**src/rtl/spi_slave_rx.sv**
```systemverilog
// spi_slave_rx
// SPI Mode 0 (CPOL=0, CPHA=0, MSB first) responder that oversamples the
// master's sclk / spi_cs_l / mosi in the local clk domain.
//
// Ports
//   clk        : system clock, all state on its rising edge
//   reset      : synchronous, active-high reset
//   sclk       : serial clock from the master (asynchronous)
//   spi_cs_l   : active-low chip select from the master (asynchronous)
//   mosi       : serial data from the master (asynchronous)
//   tx_data    : reply word, captured when a frame starts
//   miso       : serial reply bit, 0 outside an active shift phase
//   dataout    : last completed received word
//   data_valid : one-cycle strobe when dataout updates
//   frame_err  : one-cycle strobe on an aborted frame or an overrun bit
//   busy       : high while the receiver is not idle
module spi_slave_rx #(
  parameter int WIDTH = 16
) (
  input  logic             clk,
  input  logic             reset,
  input  logic             sclk,
  input  logic             spi_cs_l,
  input  logic             mosi,
  input  logic [WIDTH-1:0] tx_data,
  output logic             miso,
  output logic [WIDTH-1:0] dataout,
  output logic             data_valid,
  output logic             frame_err,
  output logic             busy
);

  localparam int CNT_W = $clog2(WIDTH + 1);
  localparam logic [CNT_W-1:0] CNT_LAST = CNT_W'(WIDTH - 1);
  localparam logic [CNT_W-1:0] CNT_FULL = CNT_W'(WIDTH);

  typedef enum logic [1:0] {
    IDLE  = 2'd0,
    SHIFT = 2'd1,
    HOLD  = 2'd2
  } state_t;

  state_t state_r;
  state_t next_state_s;

  logic sclk_s1_r, sclk_s2_r, sclk_d3_r;
  logic cs_s1_r, cs_s2_r, cs_d3_r;
  logic mosi_s1_r, mosi_s2_r;
  logic [2:0] prime_r;

  logic sclk_rise_s, sclk_fall_s, cs_rise_s, cs_fall_s;

  logic load_tx_s, rx_shift_s, tx_shift_s, abort_s, overrun_s, done_s;
  logic done_r;

  logic [WIDTH-1:0] rx_sr_r;
  logic [WIDTH-2:0] tx_sr_r;
  logic [CNT_W-1:0] cnt_r;

  logic             miso_r;
  logic [WIDTH-1:0] dataout_r;
  logic             data_valid_r;
  logic             frame_err_r;
  logic             busy_r;

  // Input synchronizers, edge-detect delay stage and post-reset priming flag.
  always_ff @(posedge clk) begin
    if (reset) begin
      sclk_s1_r <= 1'b0;
      sclk_s2_r <= 1'b0;
      sclk_d3_r <= 1'b0;
      cs_s1_r   <= 1'b1;
      cs_s2_r   <= 1'b1;
      cs_d3_r   <= 1'b1;
      mosi_s1_r <= 1'b0;
      mosi_s2_r <= 1'b0;
      prime_r   <= 3'b000;
    end else begin
      sclk_s1_r <= sclk;
      sclk_s2_r <= sclk_s1_r;
      sclk_d3_r <= sclk_s2_r;
      cs_s1_r   <= spi_cs_l;
      cs_s2_r   <= cs_s1_r;
      cs_d3_r   <= cs_s2_r;
      mosi_s1_r <= mosi;
      mosi_s2_r <= mosi_s1_r;
      prime_r   <= {prime_r[1:0], 1'b1};
    end
  end

  assign sclk_rise_s = sclk_s2_r & ~sclk_d3_r;
  assign sclk_fall_s = ~sclk_s2_r & sclk_d3_r;
  assign cs_rise_s   = cs_s2_r & ~cs_d3_r;
  // The cs chain resets to "inactive"; a cs that is already low when reset
  // drops would otherwise look like a fresh fall. Only trust a fall once both
  // compared stages hold real post-reset samples.
  assign cs_fall_s   = ~cs_s2_r & cs_d3_r & prime_r[2];

  // FSM state register.
  always_ff @(posedge clk) begin
    if (reset) begin
      state_r <= IDLE;
    end else begin
      state_r <= next_state_s;
    end
  end

  // Next-state and datapath control decode.
  always_comb begin
    next_state_s = state_r;
    load_tx_s    = 1'b0;
    rx_shift_s   = 1'b0;
    tx_shift_s   = 1'b0;
    abort_s      = 1'b0;
    overrun_s    = 1'b0;
    done_s       = 1'b0;
    case (state_r)
      IDLE: begin
        if (cs_fall_s) begin
          load_tx_s    = 1'b1;
          next_state_s = SHIFT;
        end else begin
          next_state_s = IDLE;
        end
      end
      SHIFT: begin
        // cs rise beats a coincident sclk rise, even on the final bit.
        if (cs_rise_s) begin
          abort_s      = 1'b1;
          next_state_s = IDLE;
        end else if (sclk_rise_s) begin
          rx_shift_s = 1'b1;
          if (cnt_r == CNT_LAST) begin
            done_s       = 1'b1;
            next_state_s = HOLD;
          end else begin
            next_state_s = SHIFT;
          end
        end else if (sclk_fall_s) begin
          tx_shift_s   = 1'b1;
          next_state_s = SHIFT;
        end else begin
          next_state_s = SHIFT;
        end
      end
      HOLD: begin
        if (sclk_rise_s) begin
          overrun_s = 1'b1;
        end else begin
          overrun_s = 1'b0;
        end
        if (cs_rise_s) begin
          next_state_s = IDLE;
        end else begin
          next_state_s = HOLD;
        end
      end
      default: begin
        next_state_s = IDLE;
      end
    endcase
  end

  // Shift registers, bit counter and registered outputs.
  always_ff @(posedge clk) begin
    if (reset) begin
      rx_sr_r      <= '0;
      tx_sr_r      <= '0;
      cnt_r        <= '0;
      done_r       <= 1'b0;
      miso_r       <= 1'b0;
      dataout_r    <= '0;
      data_valid_r <= 1'b0;
      frame_err_r  <= 1'b0;
      busy_r       <= 1'b0;
    end else begin
      if (load_tx_s) begin
        tx_sr_r <= tx_data[WIDTH-2:0];
        miso_r  <= tx_data[WIDTH-1];
      end else if (next_state_s != SHIFT) begin
        miso_r <= 1'b0;
      end else if (tx_shift_s) begin
        miso_r  <= tx_sr_r[WIDTH-2];
        tx_sr_r <= tx_sr_r << 1;
      end else begin
        miso_r <= miso_r;
      end

      if (load_tx_s) begin
        rx_sr_r <= '0;
        cnt_r   <= '0;
      end else if (rx_shift_s) begin
        rx_sr_r <= {rx_sr_r[WIDTH-2:0], mosi_s2_r};
        if (cnt_r != CNT_FULL) begin
          cnt_r <= cnt_r + 1'b1;
        end else begin
          cnt_r <= cnt_r;
        end
      end else begin
        rx_sr_r <= rx_sr_r;
      end

      // The last bit lands in rx_sr on the done cycle; publish one cycle later.
      done_r <= done_s;
      if (done_r) begin
        dataout_r <= rx_sr_r;
      end else begin
        dataout_r <= dataout_r;
      end
      data_valid_r <= done_r;
      frame_err_r  <= abort_s | overrun_s;
      busy_r       <= (next_state_s != IDLE);
    end
  end

  assign miso       = miso_r;
  assign dataout    = dataout_r;
  assign data_valid = data_valid_r;
  assign frame_err  = frame_err_r;
  assign busy       = busy_r;

endmodule

```
**config.mk**
```make
export PLATFORM = sky130hd
export DESIGN_NAME = spi_slave_rx
export DESIGN_NICKNAME = d
export VERILOG_FILES = /design/src/rtl/spi_slave_rx.sv
export SDC_FILE = /design/constraint.sdc
export NUM_CORES = 1
export LEC_CHECK = 0
export CORE_ASPECT_RATIO = 1.1
export CORE_UTILIZATION = 48
export CTS_CLUSTER_DIAMETER = 30
export DETAILED_ROUTE_END_ITERATION = 10
export PLACE_DENSITY = 0.7
export SLEW_MARGIN = 15
export SYNTH_ARGS = -nofsm -noshare
export SYNTH_HDL_FRONTEND = slang
export SYNTH_SLANG_ARGS = --single-unit
```
**constraint.sdc**
```tcl
create_clock -name clk -period 3.8 [get_ports clk]
set_input_delay 0.76 -clock clk [delete_from_list [all_inputs] [get_ports clk]]
set_output_delay 0.76 -clock clk [all_outputs]
set_load 0.01 [all_outputs]
```
==> results.sh <==
export IMPL_ctsHtreeMaxLevel=3
export IMPL_area_growth_pct=21.2
export IMPL_post_drt_wl_per_cell_um=12.5
export IMPL_dr_pass1_iters=4
export IMPL_syn_nets=304
export IMPL_finalWirelength_um=4920
export IMPL_cp_max_fo=2
export IMPL_end_kind="output port"
export IMPL_syn_inst=280
export IMPL_die_h_um=82.0
export IMPL_path_delay_family="buffers and inverters"
export IMPL_gr_usage_met2_pct=29.3
export IMPL_p_int_mw=1.13
export IMPL_grt_antenna_before_repair=0
export IMPL_critPathKind="reg2out"
export IMPL_cellPowerDensity_mw_per_mm2=422
export IMPL_vias=1995
export IMPL_cts_setup_buffers=0
export IMPL_drc_errors=0
export IMPL_rsz0062_at_grt="no"
export IMPL_cp_start_kind="flip-flop"
export IMPL_cts_tree="yes"
export IMPL_synth_avg_cell_area_um2=9.97
export IMPL_critPathBufInv=1
export IMPL_worstPathArrival_ps=1220
export IMPL_ys_types=44
export IMPL_skew_ps=10.3
export IMPL_cts_buffers=9
export IMPL_portBuffers=40
export IMPL_critical_path_max_stage_delay_ps=540
export IMPL_cts_path_max_buffers=2
export IMPL_regArea_mm2=0.00140
export IMPL_worstPathCellList="clkdlybuf4s50_1"
export IMPL_drive_above_1_share_pct=15.6
export IMPL_antennaDiodeCount=0
export IMPL_grt_pass1_wl_um=8270
export IMPL_p_clk_share_pct=44.4
export IMPL_ys_ff_latch=70
export IMPL_cp_required_ps=3040
export IMPL_final_period_utilization_pct=52.2
export IMPL_ctsResizeCount=0
export IMPL_drtAntennaViolNets=0
export IMPL_hpwlAfterDp_um=3340
export IMPL_fin_area_mm2=0.00338
export IMPL_overflow=0
export IMPL_synthFlopType="dfxtp_1"
export IMPL_vias_per_cell=5.05
export IMPL_grt_max_degree=34
export IMPL_worst_pin_slew_ps=941
export IMPL_hold_class="reg2reg"
export IMPL_drt_iter0_drc=97
export IMPL_die_x_um=74.7
export IMPL_fillerInstances=502
export IMPL_slowest_stage="clkdlybuf4s50_1"
export IMPL_clockRootBuffer="clkbuf_8"
export IMPL_nets=340
export IMPL_grtUsageMet3_pct=5.64
export IMPL_p_sw_mw=0.296
export IMPL_ys_seq_area_share_pct=50.2
export IMPL_synth_edf_count=0
export IMPL_ys_async_sr_fraction_pct=0
export IMPL_slew_viol_final=0
export IMPL_synthesis_area_mm2=0.00279
export IMPL_yosys_warnings=0
export IMPL_grt_most_used_layer="met2"
export IMPL_multi_input_area_mm2=0.00126
export IMPL_status="finished, final reports clean"
export IMPL_rows=28
export IMPL_rrSetupSlack_ps=1930
export IMPL_p_leak_nw=1.09
export IMPL_period_needed_ps=1980
export IMPL_grt_use_total_pct=18.0
export IMPL_vdd_drop_max_v=0.000221
export IMPL_slew_limit_headroom_pct=37.2
export IMPL_gp_congestion=0.717
export IMPL_fin_setup_tns_ps=0
export IMPL_grt_pass1_vias=1888
export IMPL_fmax_ghz=0.504
export IMPL_final_setup_viol_count=0
export IMPL_clk_pin_slew_ps=80
export IMPL_holdWs_ps=412
export IMPL_p_seq_share_pct=52.1
export IMPL_finalHoldViolCount=0
export IMPL_core_area_mm2=0.00550
export IMPL_hold_buffers=0
export IMPL_p_comb_share_pct=3.6
export IMPL_cts_sinks=70
export IMPL_placed_area_mm2=0.00317
export IMPL_die_area_mm2=0.00612
export IMPL_initial_core_util_pct=50.8
export IMPL_power_mw=1.43
export IMPL_instances_no_fill=395
export IMPL_insertion_delay_ps=340
export IMPL_ios=41
export IMPL_drv_cap=0
export IMPL_grtUsageMet1_pct=21.7
export IMPL_p_sw_share_pct=20.7
export IMPL_dp_cells=380
cells by family (layout without fill, tap and decap cells):
logic type / Yosys count / in the layout / synth area share (%)
simple gates: 110 / 110 / 20.1
flops: 70 / 70 / 50.2
compound gates: 56 / 56 / 16.5
buf+inv: 21 / 61 / 4.80
mux: 18 / 18 / 6.45
fa+ha+maj: 3 / 3 / 1.34
xor+xnor: 2 / 2 / 0.628
per-stage QoR:
| step | worst slack [ps] | utilization (%) |
|---|---|---|
| floorplan | 2150 | - |
| global placement | 1870 | 57.7 |
| detailed placement | 1820 | 57.7 |
| CTS | 1790 | 61.5 |
| global route | 1760 | 61.5 |
| finish | 1820 | 61.5 |
placed cells by master (no fill, tap or decap), types with 3 or more instances in the layout:
cell	synthesis	final
clkbuf_8	0	9
a22oi_2	8	8
nor2b_1	9	9
clkdlybuf4s50_1	0	39
dfxtp_1	70	70
a21oi_2	9	9
nand2_1	50	50
o21ai_0	3	3
nor2_1	27	27
a21oi_1	23	23
ha_1	3	3
or2_2	3	3
mux2i_1	18	18
inv_1	5	5
a22oi_1	6	6
cell usage after synthesis, types with 3 or more instances:
master | instances | share of area, %
buf_2 | 4 | 0.72
mux2i_1 | 18 | 6.5
ha_1 | 3 | 1.3
clkbuf_1 | 3 | 0.40
a22oi_2 | 8 | 3.6
nand2_1 | 50 | 6.7
a21oi_2 | 9 | 2.8
buf_1 | 3 | 0.40
inv_1 | 5 | 0.67
o21ai_0 | 3 | 0.54
dfxtp_1 | 70 | 50
nor2_1 | 27 | 3.6
or2_2 | 3 | 0.67
nor2b_1 | 9 | 2.0
buf_6 | 4 | 1.6
a21oi_1 | 23 | 4.1
a22oi_1 | 6 | 1.6
registers in the layout, indices dropped and copies added (netlist names), 2 cells and up:
name / count
tx_sr_r: 15
state_r: 2
dataout: 16
prime_r: 3
cnt_r: 5
rx_sr_r: 16
worst paths after layout:
path,startpoint,end,cells past startpoint
max,dataout[0],dataout[0],1
min,cs_s1_r,cs_s2_r,1
max reg2reg,state_r[0],miso,4
min reg2reg,cs_s1_r,cs_s2_r,1
per-layer routing:
metal / vias to the layer above / part of all wire [%]
met1: 931 / 48
met3: 8 / 3.2
met2: 40 / 47
li1: 1016 / -
met5: - / 0
met4: 0 / 2.2
final cells by class:
| type | count | area share [%] |
|---|---|---|
| Timing Repair Buffer | 41 | 11.9 |
| Multi-Input combinational cell | 189 | 37.1 |
| Tap cell | 75 | 2.77 |
| Sequential cell | 70 | 41.4 |
| Clock inverter | 6 | 2.59 |
| Clock buffer | 9 | 3.66 |
| Inverter | 5 | 0.555 |
power groups by stage:
stage / clock network [mW] / registers [mW] / logic [mW]
floorplan: 0 / 0.760 / 0.0271
finish: 0.634 / 0.744 / 0.0512
global placement: 0 / 0.760 / 0.0518
detailed placement: 0 / 0.760 / 0.0519
global route: 0.685 / 0.744 / 0.0562
CTS: 0.645 / 0.744 / 0.0519
Note: power is estimated with default switching activity, not from simulation.
